`src/rtl/tilemap_scroll_gen_multi_pkg.sv`:
```
// Shared definitions for the multi-layer tilemap scroll/address generator.
// Contents: layer-index width helper, scroll byte positions within a layer's
// 4-byte group, and the scroll-load FSM state encoding.
package tmsg_pkg;

  // Bits needed to number the layers (1 -> 0, 2 -> 1, 4 -> 2).
  function automatic int tmsg_lw(input int layers);
    return (layers >= 4) ? 2 : ((layers == 2) ? 1 : 0);
  endfunction

  localparam int BYTES_PER_LAYER = 4;

  // Position of each scroll byte inside one layer's group.
  localparam logic [1:0] BYTE_HS_LO = 2'd0;
  localparam logic [1:0] BYTE_HS_HI = 2'd1;
  localparam logic [1:0] BYTE_VS_LO = 2'd2;
  localparam logic [1:0] BYTE_VS_HI = 2'd3;

  typedef enum logic [1:0] {
    ST_IDLE  = 2'd0,
    ST_LOAD  = 2'd1,
    ST_READY = 2'd2
  } load_state_t;

endpackage

```
`src/rtl/tilemap_scroll_gen_multi_if.sv`:
```
// Signal bundle between the video timing/CPU side and the tilemap generator.
// master: drives pixel enable, flips, HV counters, scroll byte stream, CPU address.
// slave : returns VRAM address, per-layer tile line, shift strobes, load status.
interface tilemap_scroll_gen_multi_if #(
  parameter int LAYERS  = 2,
  parameter int COLBITS = 6,
  parameter int ROWBITS = 5,
  parameter int CPUAW   = 12
);
  logic                  clk6mpcen_n;
  logic                  hflip;
  logic                  vflip;
  logic [COLBITS+2:0]    hcnt;
  logic [ROWBITS+2:0]    vcnt;
  logic                  line_start;
  logic                  scrl_start;
  logic                  scrl_valid;
  logic [7:0]            gfxdata;
  logic [CPUAW-1:0]      cpu_addr;
  logic [CPUAW-1:0]      vramaddr;
  logic [3*LAYERS-1:0]   tilelineaddr;
  logic [LAYERS-1:0]     shift_n;
  logic                  load_busy;
  logic                  load_err;

  modport master (
    output clk6mpcen_n, hflip, vflip, hcnt, vcnt, line_start, scrl_start,
           scrl_valid, gfxdata, cpu_addr,
    input  vramaddr, tilelineaddr, shift_n, load_busy, load_err
  );

  modport slave (
    input  clk6mpcen_n, hflip, vflip, hcnt, vcnt, line_start, scrl_start,
           scrl_valid, gfxdata, cpu_addr,
    output vramaddr, tilelineaddr, shift_n, load_busy, load_err
  );
endinterface

```
`src/rtl/tilemap_scroll_gen_multi_bank.sv`:
```
// Shadow + active H/V scroll register pair for one tilemap layer.
// Ports: clk/rst, wr_en/wr_sel/wr_dat byte write into shadow, commit copies
// shadow to active; hs/vs are the active scroll values.
module tmsg_scroll_bank
  import tmsg_pkg::*;
#(
  parameter int COLBITS = 6,
  parameter int ROWBITS = 5
) (
  input  logic               clk,
  input  logic               rst,
  input  logic               wr_en,
  input  logic [1:0]         wr_sel,
  input  logic [7:0]         wr_dat,
  input  logic               commit,
  output logic [COLBITS+2:0] hs,
  output logic [ROWBITS+2:0] vs
);
  localparam int HSW = COLBITS + 3;
  localparam int VSW = ROWBITS + 3;

  logic [HSW-1:0] hs_shadow;
  logic [VSW-1:0] vs_shadow;

  // Bits 0..7 come from the low byte, the rest from the high byte's LSBs;
  // high-byte bits beyond the register width simply have no destination.
  always_ff @(posedge clk) begin
    if (rst) begin
      hs_shadow <= '0;
      vs_shadow <= '0;
      hs        <= '0;
      vs        <= '0;
    end else begin
      if (wr_en) begin
        for (int b = 0; b < HSW; b++)
          if (wr_sel == ((b < 8) ? BYTE_HS_LO : BYTE_HS_HI))
            hs_shadow[b] <= wr_dat[b % 8];
        for (int b = 0; b < VSW; b++)
          if (wr_sel == ((b < 8) ? BYTE_VS_LO : BYTE_VS_HI))
            vs_shadow[b] <= wr_dat[b % 8];
      end
      if (commit) begin
        hs <= hs_shadow;
        vs <= vs_shadow;
      end
    end
  end
endmodule

```
`src/rtl/tilemap_scroll_gen_multi.sv`:
```
// Multi-layer tilemap address generator: streamed scroll load, line-start
// commit, CPU/layer time-multiplexed VRAM address, tile line and shift strobes.
// Ports: i_EMU_MCLK clock, i_EMU_RST sync reset, bus (slave modport) for the rest.
module tilemap_scroll_gen_multi
  import tmsg_pkg::*;
#(
  parameter int LAYERS  = 2,
  parameter int COLBITS = 6,
  parameter int ROWBITS = 5,
  parameter int CPUAW   = 12
) (
  input logic                   i_EMU_MCLK,
  input logic                   i_EMU_RST,
  tilemap_scroll_gen_multi_if.slave bus
);
  localparam int LW   = tmsg_lw(LAYERS);
  localparam int NB   = BYTES_PER_LAYER * LAYERS;
  localparam int IDXW = LW + 2;
  localparam int HSW  = COLBITS + 3;
  localparam int VSW  = ROWBITS + 3;

  logic cen;
  assign cen = ~bus.clk6mpcen_n;

  logic [HSW-1:0] fh;
  logic [VSW-1:0] fv;
  assign fh = bus.hcnt ^ {HSW{bus.hflip}};
  assign fv = bus.vcnt ^ {VSW{bus.vflip}};

  // ---------------- scroll load FSM ----------------
  load_state_t     state_q, state_d;
  logic [IDXW-1:0] idx_q, idx_d;
  logic            err_q, err_d;
  logic            wr_en, commit;

  always_ff @(posedge i_EMU_MCLK) begin
    if (i_EMU_RST) begin
      state_q <= ST_IDLE;
      idx_q   <= '0;
      err_q   <= 1'b0;
    end else begin
      state_q <= state_d;
      idx_q   <= idx_d;
      err_q   <= err_d;
    end
  end

  always_comb begin
    state_d = state_q;
    idx_d   = idx_q;
    err_d   = err_q;
    wr_en   = 1'b0;
    commit  = 1'b0;
    if (cen) begin
      case (state_q)
        ST_IDLE: begin
          if (bus.scrl_start) begin
            state_d = ST_LOAD;
            idx_d   = '0;
          end
        end
        ST_LOAD: begin
          // A line start here means the sequence missed its commit window.
          if (bus.line_start) err_d = 1'b1;
          if (bus.scrl_start) begin
            idx_d = '0;
          end else if (bus.scrl_valid) begin
            wr_en = 1'b1;
            if (idx_q == IDXW'(NB - 1)) begin
              state_d = ST_READY;
              idx_d   = '0;
            end else begin
              idx_d = idx_q + IDXW'(1);
            end
          end
        end
        ST_READY: begin
          if (bus.line_start) begin
            commit  = 1'b1;
            state_d = ST_IDLE;
          end else if (bus.scrl_start) begin
            state_d = ST_LOAD;
            idx_d   = '0;
          end
        end
        default: state_d = ST_IDLE;
      endcase
    end
  end

  assign bus.load_busy = (state_q == ST_LOAD);
  assign bus.load_err  = err_q;

  // ---------------- per-layer scroll banks ----------------
  logic [HSW-1:0] hs_act [LAYERS];
  logic [VSW-1:0] vs_act [LAYERS];

  for (genvar g = 0; g < LAYERS; g++) begin : g_bank
    tmsg_scroll_bank #(
      .COLBITS(COLBITS),
      .ROWBITS(ROWBITS)
    ) u_bank (
      .clk   (i_EMU_MCLK),
      .rst   (i_EMU_RST),
      .wr_en (wr_en && ((idx_q >> 2) == IDXW'(g))),
      .wr_sel(idx_q[1:0]),
      .wr_dat(bus.gfxdata),
      .commit(commit),
      .hs    (hs_act[g]),
      .vs    (vs_act[g])
    );
  end

  // ---------------- slot decode and address build ----------------
  logic [2:0] slot, lay;
  logic       cpu_slot;
  assign slot     = bus.hcnt[2:0];
  assign cpu_slot = ~slot[2-LW];
  assign lay      = slot >> (3 - LW);   // always 0 with a single layer

  logic [COLBITS-1:0] sel_hcol;
  logic [VSW-1:0]     sel_vs;
  always_comb begin
    sel_hcol = '0;
    sel_vs   = '0;
    for (int k = 0; k < LAYERS; k++) begin
      if (lay == 3'(k)) begin
        sel_hcol = hs_act[k][HSW-1:3];
        sel_vs   = vs_act[k];
      end
    end
  end

  // Column adds only the tile parts (fine H goes to the shift strobe);
  // row uses the full V sum so fine-V carry moves to the next tile row.
  logic [COLBITS-1:0] col;
  logic [VSW-1:0]     vsum;
  logic [CPUAW-1:0]   lay_addr;
  assign col      = sel_hcol + fh[HSW-1:3];
  assign vsum     = sel_vs + fv;
  assign lay_addr = CPUAW'({vsum[VSW-1:3], col}) | (CPUAW'(lay) << (ROWBITS + COLBITS));

  logic [CPUAW-1:0]    vramaddr_q;
  logic [3*LAYERS-1:0] tileline_q;
  logic [LAYERS-1:0]   shift_n_q;

  always_ff @(posedge i_EMU_MCLK) begin
    if (i_EMU_RST) begin
      vramaddr_q <= '0;
      tileline_q <= '0;
      shift_n_q  <= '1;
    end else if (cen) begin
      vramaddr_q <= cpu_slot ? bus.cpu_addr : lay_addr;
      for (int k = 0; k < LAYERS; k++) begin
        if (!cpu_slot && (lay == 3'(k)))
          tileline_q[3*k +: 3] <= vsum[2:0];
        shift_n_q[k] <= ((hs_act[k][2:0] + fh[2:0]) != 3'd7);
      end
    end
  end

  assign bus.vramaddr     = vramaddr_q;
  assign bus.tilelineaddr = tileline_q;
  assign bus.shift_n      = shift_n_q;
endmodule

```
`src/flat_wrapper.sv`:
```
// flat-port wrapper written by rule: the top's interface ports become plain ports
module tilemap_scroll_gen_multi_flat import tmsg_pkg::*;
#(
  parameter int LAYERS  = 2,
  parameter int COLBITS = 6,
  parameter int ROWBITS = 5,
  parameter int CPUAW   = 12
)
  (i_EMU_MCLK, i_EMU_RST, bus_clk6mpcen_n, bus_hflip, bus_vflip, bus_hcnt, bus_vcnt, bus_line_start, bus_scrl_start, bus_scrl_valid, bus_gfxdata, bus_cpu_addr, bus_vramaddr, bus_tilelineaddr, bus_shift_n, bus_load_busy, bus_load_err);
  tilemap_scroll_gen_multi_if #(.LAYERS(LAYERS), .COLBITS(COLBITS), .ROWBITS(ROWBITS), .CPUAW(CPUAW)) bus_i ();
  input logic i_EMU_MCLK;
  input logic i_EMU_RST;
  input wire logic [$bits(bus_i.clk6mpcen_n)-1:0] bus_clk6mpcen_n;
  input wire logic [$bits(bus_i.hflip)-1:0] bus_hflip;
  input wire logic [$bits(bus_i.vflip)-1:0] bus_vflip;
  input wire logic [$bits(bus_i.hcnt)-1:0] bus_hcnt;
  input wire logic [$bits(bus_i.vcnt)-1:0] bus_vcnt;
  input wire logic [$bits(bus_i.line_start)-1:0] bus_line_start;
  input wire logic [$bits(bus_i.scrl_start)-1:0] bus_scrl_start;
  input wire logic [$bits(bus_i.scrl_valid)-1:0] bus_scrl_valid;
  input wire logic [$bits(bus_i.gfxdata)-1:0] bus_gfxdata;
  input wire logic [$bits(bus_i.cpu_addr)-1:0] bus_cpu_addr;
  output wire logic [$bits(bus_i.vramaddr)-1:0] bus_vramaddr;
  output wire logic [$bits(bus_i.tilelineaddr)-1:0] bus_tilelineaddr;
  output wire logic [$bits(bus_i.shift_n)-1:0] bus_shift_n;
  output wire logic [$bits(bus_i.load_busy)-1:0] bus_load_busy;
  output wire logic [$bits(bus_i.load_err)-1:0] bus_load_err;
  assign bus_i.clk6mpcen_n = bus_clk6mpcen_n;
  assign bus_i.hflip = bus_hflip;
  assign bus_i.vflip = bus_vflip;
  assign bus_i.hcnt = bus_hcnt;
  assign bus_i.vcnt = bus_vcnt;
  assign bus_i.line_start = bus_line_start;
  assign bus_i.scrl_start = bus_scrl_start;
  assign bus_i.scrl_valid = bus_scrl_valid;
  assign bus_i.gfxdata = bus_gfxdata;
  assign bus_i.cpu_addr = bus_cpu_addr;
  assign bus_vramaddr = bus_i.vramaddr;
  assign bus_tilelineaddr = bus_i.tilelineaddr;
  assign bus_shift_n = bus_i.shift_n;
  assign bus_load_busy = bus_i.load_busy;
  assign bus_load_err = bus_i.load_err;
  tilemap_scroll_gen_multi #(.LAYERS(LAYERS), .COLBITS(COLBITS), .ROWBITS(ROWBITS), .CPUAW(CPUAW)) u_core (.i_EMU_MCLK(i_EMU_MCLK), .i_EMU_RST(i_EMU_RST), .bus(bus_i));
endmodule
```
`config.mk`:
```
export PLATFORM = sky130hd
export DESIGN_NAME = tilemap_scroll_gen_multi_flat
export DESIGN_NICKNAME = d
export VERILOG_FILES = /design/src/rtl/tilemap_scroll_gen_multi_pkg.sv /design/src/rtl/tilemap_scroll_gen_multi_if.sv /design/src/rtl/tilemap_scroll_gen_multi_bank.sv /design/src/rtl/tilemap_scroll_gen_multi.sv /design/src/flat_wrapper.sv
export SDC_FILE = /design/constraint.sdc
export NUM_CORES = 1
export LEC_CHECK = 0
export CAP_MARGIN = 10
export CORE_MARGIN = 2
export CORE_UTILIZATION = 45
export CTS_CLUSTER_DIAMETER = 40
export DETAILED_ROUTE_END_ITERATION = 8
export MAX_ROUTING_LAYER = met4
export PLACE_DENSITY = 0.69
export SLEW_MARGIN = 30
export SYNTH_ARGS = -nofsm -noshare
export SYNTH_HDL_FRONTEND = slang
export SYNTH_HIERARCHICAL = 1
export SYNTH_SLANG_ARGS = --single-unit
export TNS_END_PERCENT = 5
```
`constraint.sdc`:
```
create_clock -name i_EMU_MCLK -period 4.05 [get_ports i_EMU_MCLK]
set_clock_uncertainty 0.15 [all_clocks]
set_input_delay 0.81 -clock i_EMU_MCLK [delete_from_list [all_inputs] [get_ports i_EMU_MCLK]]
set_output_delay 0.81 -clock i_EMU_MCLK [all_outputs]
set_load 0.02 [all_outputs]
```
After elaboration in Yosys (flattened, before gate mapping)
Index checks and enable logic that the tools add are counted.

storage, ports and cells
  register bits = 94
  input bits = 45
  output and inout port bits = 22

cells by class
  add/sub/neg operators = 5
  equal/unequal tests = 12
  mux-type cells = 24
  bitwise gates (word level) = 4
  reduce and logical (&&, ||, !) cells = 20

operators by type and width
  cell                                                                   number
  8-bit 2-to-1 mux                                                       2
  2-bit AND reduction                                                    8
  3-bit 2-to-1 mux                                                       5
  12-bit 2-to-1 mux                                                      1
  6-bit 2-to-1 mux                                                       2
  11-bit by 12-bit OR with 12-bit output                                 1
  2-bit 2-to-1 mux                                                       5
  3-bit inequality test, second input constant                           3
  3-bit case mux with 3 select lines                                     1
  9-bit bitwise XOR                                                      1
  8-bit adder                                                            1
  4-bit AND reduction                                                    2
  8-bit bitwise XOR                                                      1
  1-bit 2-to-1 mux                                                       7
  3-bit adder                                                            2
  6-bit adder                                                            1
  3-bit logical NOT                                                      2
  2-bit inequality test, second input constant                           3
  2-bit case mux with 3 select lines                                     1
  2-bit by 1-bit equality test with 1-bit output, second input constant  2
  2-bit equality test, second input constant                             2
  1-bit logical AND                                                      4
  2-bit logical NOT                                                      2
  3-bit by 1-bit adder with 3-bit output, second input constant          1
  5 further kinds                                                        5

Logic depth before layout (Yosys ltp)
  word-level depth = 6
  mapped depth = 11
  mapped depth without buffers = 9

Hierarchy
Netlist, hierarchy kept.

modules (own cells, without submodules)
  module                    times used  cells each  area each (sq um)  sequential area each (sq um)
  tmsg_scroll_bank          2           121         1343.8             680.7
  tilemap_scroll_gen_multi  1           232         2044.5             520.5

Worst setup path before layout
No wires, ideal clock.

  path kind = input-to-reg
  from = input bus_hcnt[2]
  to = register u_core.vramaddr_q[9] (netlist: u_core/bus.vramaddr[9])
  arrival = 2952 ps
  data required time = 3788 ps
  path slack = 835 ps
  stages = 11
  path buffers = 2
  cells stage by stage = buf_2 > buf_2 > mux2_2 > ha_1 > inv_1 > fa_1 > nor2b_1 > o21a_1 > a311oi_1 > xor2_1 > a2111oi_1

on the way
  cells in the longest elaborated chain, start to end = 6

RTL lines
  item                                      RTL line                         source
  start, declared                           flat_wrapper.sv:16               input wire logic [$bits(bus_i.hcnt)-1:0] bus_hcnt;
  3-bit logical NOT                         tilemap_scroll_gen_multi.sv:127  if (lay == 3'(k)) begin
  8-bit 2-to-1 mux                          tilemap_scroll_gen_multi.sv:127
  8-bit 2-to-1 mux *                        tilemap_scroll_gen_multi.sv:127
  8-bit adder *                             tilemap_scroll_gen_multi.sv:140  assign vsum = sel_vs + fv;
  11-bit by 12-bit OR with 12-bit output *  tilemap_scroll_gen_multi.sv:141  assign lay_addr = CPUAW'({vsum[VSW-1:3], col}) | (CPUAW'(lay) << (ROWBITS + COLBITS));
  12-bit 2-to-1 mux *                       tilemap_scroll_gen_multi.sv:153  vramaddr_q <= cpu_slot ? bus.cpu_addr : lay_addr;
  end signal, assigned                      tilemap_scroll_gen_multi.sv:153
  end, declared                             tilemap_scroll_gen_multi.sv:143  logic [CPUAW-1:0] vramaddr_q;

Every way passes the cells marked *; elsewhere a longest branch is shown, timed or not.
A chain may end at the register's enable or synchronous reset.

Final worst setup path
Same ends and word-level chain as after synthesis.

==> flow_summary.ini <==
[yosys]
async_flop_share_pct = 0
synth_area_um2 = 4730
syn-instance-count = 474
synth_edf_count = 0
syn_area_per_cell_um2 = 9.98
yosysSeqAreaShare_pct = 39.8
ys_types = 46
ys_ff_latch = 94
ys_warn_count = 6
synthFlopType = dfxtp_1
syn-num-nets = 539

[worst_setup_path]
worstSetupPathType = in2reg
cp_slowest_cell = clkdlybuf4s50_1
cp_cell_sequence = clkdlybuf4s50_1 > buf_12 > mux2_2 > ha_1 > inv_1 > fa_1 > nor2b_1 > o21a_1 > a311oi_1 > xor2_1 > a2111oi_1
cp-end-kind = register
crit_fanout = 20
required_ns = 4.13
reg2reg_depth = 5
max_stage_delay_ns = 0.50
worstPathArrival_ns = 3.37
worstSetupStartpointType = primary input

[final_layout]
multiInputGateArea_um2 = 2620
layout_common_cells = 94 x dfxtp_1, 81 x mux2i_1, 65 x clkdlybuf4s50_1
layout_commonest_cell = dfxtp_1
final_core_util_pct = 54.7
area_growth_pct = 18.9
seqCellArea_um2 = 1880
final_layout_size_suffix_gt1_share_pct = 8.04
antenna_cells = 0
num-fill-cells = 952
nets = 596

[clocking]
cts_made_buffers = 9
cts_hold_buffers = 0
h-tree-depth = 3
post-cts-setup-buffers = 0
clockRootBuffer = clkbuf_8
clockBufferDepth = 2
cts_tree = yes
clk_latency_ns = 0.35
cts.reportedPaths.clkPinSlew_ns = 0.09
ctsResizeCount = 0
clock_sinks = 94

[sta]
fin_ws_ns = 0.765
slew_headroom_pct = 57.1
setup_viol = 0
fmax_mhz = 304
timing.hold.ws_ns = 0.311
slew_violations = 0
finalHoldViolations = 0
finalCritPeriodShare_pct = 81.1
tns_ns = 0
fin_crit_ns = 3.29
rsz0062_at_grt = false
tightest_slew_ns = 0.641

[drt]
finalWirelength_um = 10200
ant_nets = 0
drc = 0
vias = 3429
drt_iter0_markers = 107
wl_per_cell_um = 15.1
firstDrtPassIters = 4
viasPerCell = 5.11

[place]
gp_congestion = 0.890
pre_cts_ws_ns = 0.425
numPortBuffers = 66
place_hpwl_um = 7510

[floorplan]
start_util_pct = 46.0
num_io_pins = 67
fp.dieH_um = 107
die_w_um = 107
num_rows = 37
die_area_um2 = 11400
fp.coreArea_um2 = 10300

[grt]
grt_usage_pct = 19.0
grt_first_pass_wirelength_um = 16600
antenna_found_initial = 0
first_global_vias = 3387
grt_max_degree = 47
grt-ovfl-total = 0

[pwr]
power_density_nw_per_um2 = 319
vdd_ir_drop_max_mv = 0.165
p_total_w = 0.00179
p_leak_nw = 2.23

[flow_run]
maxCapViolations = 0

[status]
outcome = finished clean

[worst_hold_path]
hold_class = reg2reg
hold_depth = 2
-- critical path, delay by kind of cell --
family	cells	cell delay [ns]
compound gates	3	0.87
buf+inv	3	0.76
mux	1	0.35
simple gates	1	0.06
fa+ha+maj	2	0.39
xor+xnor	1	0.11
-- routing by layer --
| layer | track usage (%) | share of wire (%) |
|---|---|---|
| met3 | 2.51 | 3.8 |
| met1 | 24.7 | 47 |
| met5 | - | 0 |
| met2 | 31.1 | 48 |
| met4 | 5.29 | 1.1 |
-- final timing paths --
check | startpoint | end | slack (ns)
worst min-delay path | u_core/bus.tilelineaddr[3]$_SDFFE_PP0P_ | u_core/bus.tilelineaddr[3]$_SDFFE_PP0P_ | 0.31
worst min register to register | u_core/bus.tilelineaddr[3]$_SDFFE_PP0P_ | u_core/bus.tilelineaddr[3]$_SDFFE_PP0P_ | 0.31
worst max register to register | u_core/state_q[0]$_SDFFE_PP0P_ | u_core/g_bank[0].u_bank/vs_shadow[0]$_SDFFE_PP0P_ | 1.67
worst max-delay path | bus_hcnt[2] | u_core/bus.vramaddr[9]$_SDFFE_PP0N_ | 0.76
-- cell families after synthesis --
| kind of cell | synth area share, % |
|---|---|
| and+or+nand+nor | 17.3 |
| DFF | 39.8 |
| muxes | 19.8 |
| AOI/OAI and AO/OA | 6.66 |
| buffers and inverters | 4.87 |
| xor gates and xnor gates | 5.74 |
| adders and majority gates | 5.92 |
-- area by class of cell --
type / instances / area share [%]
clock buffer: 9 / 2.20
clock inverter: 6 / 1.11
inverter: 7 / 0.467
multi-input combinational: 345 / 46.6
sequential: 94 / 33.5
tap: 136 / 3.02
timing repair buffer: 74 / 13.2
-- cell usage after synthesis, types with 2 or more instances --
library cell,number,share of area (%)
o21ai_1,2,0.21
nand3b_1,4,0.63
a21o_1,4,0.63
ha_1,16,4.2
nor3b_2,2,0.53
a31oi_1,6,0.79
nor3_1,5,0.53
dfxtp_1,94,40
xor2_1,16,3.0
inv_1,5,0.40
a21oi_1,17,1.8
clkbuf_1,7,0.56
nand4_1,3,0.40
buf_4,2,0.32
inv_2,2,0.16
buf_12,2,0.85
xnor2_1,15,2.8
fa_1,4,1.7
mux2i_1,81,17
mux2_2,11,2.6
a211oi_1,6,0.95
buf_2,11,1.2
nand2b_1,52,6.9
nor2b_1,3,0.40
nand2_1,11,0.87
nor2_1,55,4.4
and4_1,2,0.37
nand3_1,3,0.32
o21ai_0,8,0.85
a311oi_1,2,0.37
nor4b_1,3,0.56
buf_6,6,1.4
-- flip-flops by register name, indices dropped and copies added (netlist names) --
signal / count
u_core/g_bank.u_bank/hs: 18
u_core/g_bank.u_bank/hs_shadow: 18
u_core/g_bank.u_bank/vs: 16
u_core/g_bank.u_bank/vs_shadow: 16
u_core/bus.vramaddr: 12
u_core/bus.tilelineaddr: 6
u_core/idx_q: 3
u_core/bus.shift_n: 2
u_core/state_q: 2
u_core/bus.load_err: 1
-- power breakdown --
group          total (W)  switching, W  internal, W
Combinational   0.000239      0.000120     0.000119
Clock           0.000608      0.000326     0.000283
Sequential      0.000947    0.00000870     0.000938
-- metrics by stage --
step	instances	instance area, µm²
detailed placement	656	5440
global route	671	5630
CTS	671	5630
global placement	656	5440
floorplan	474	4730
finish	671	5630
No activity file was read; power rests on OpenSTA's default activity.
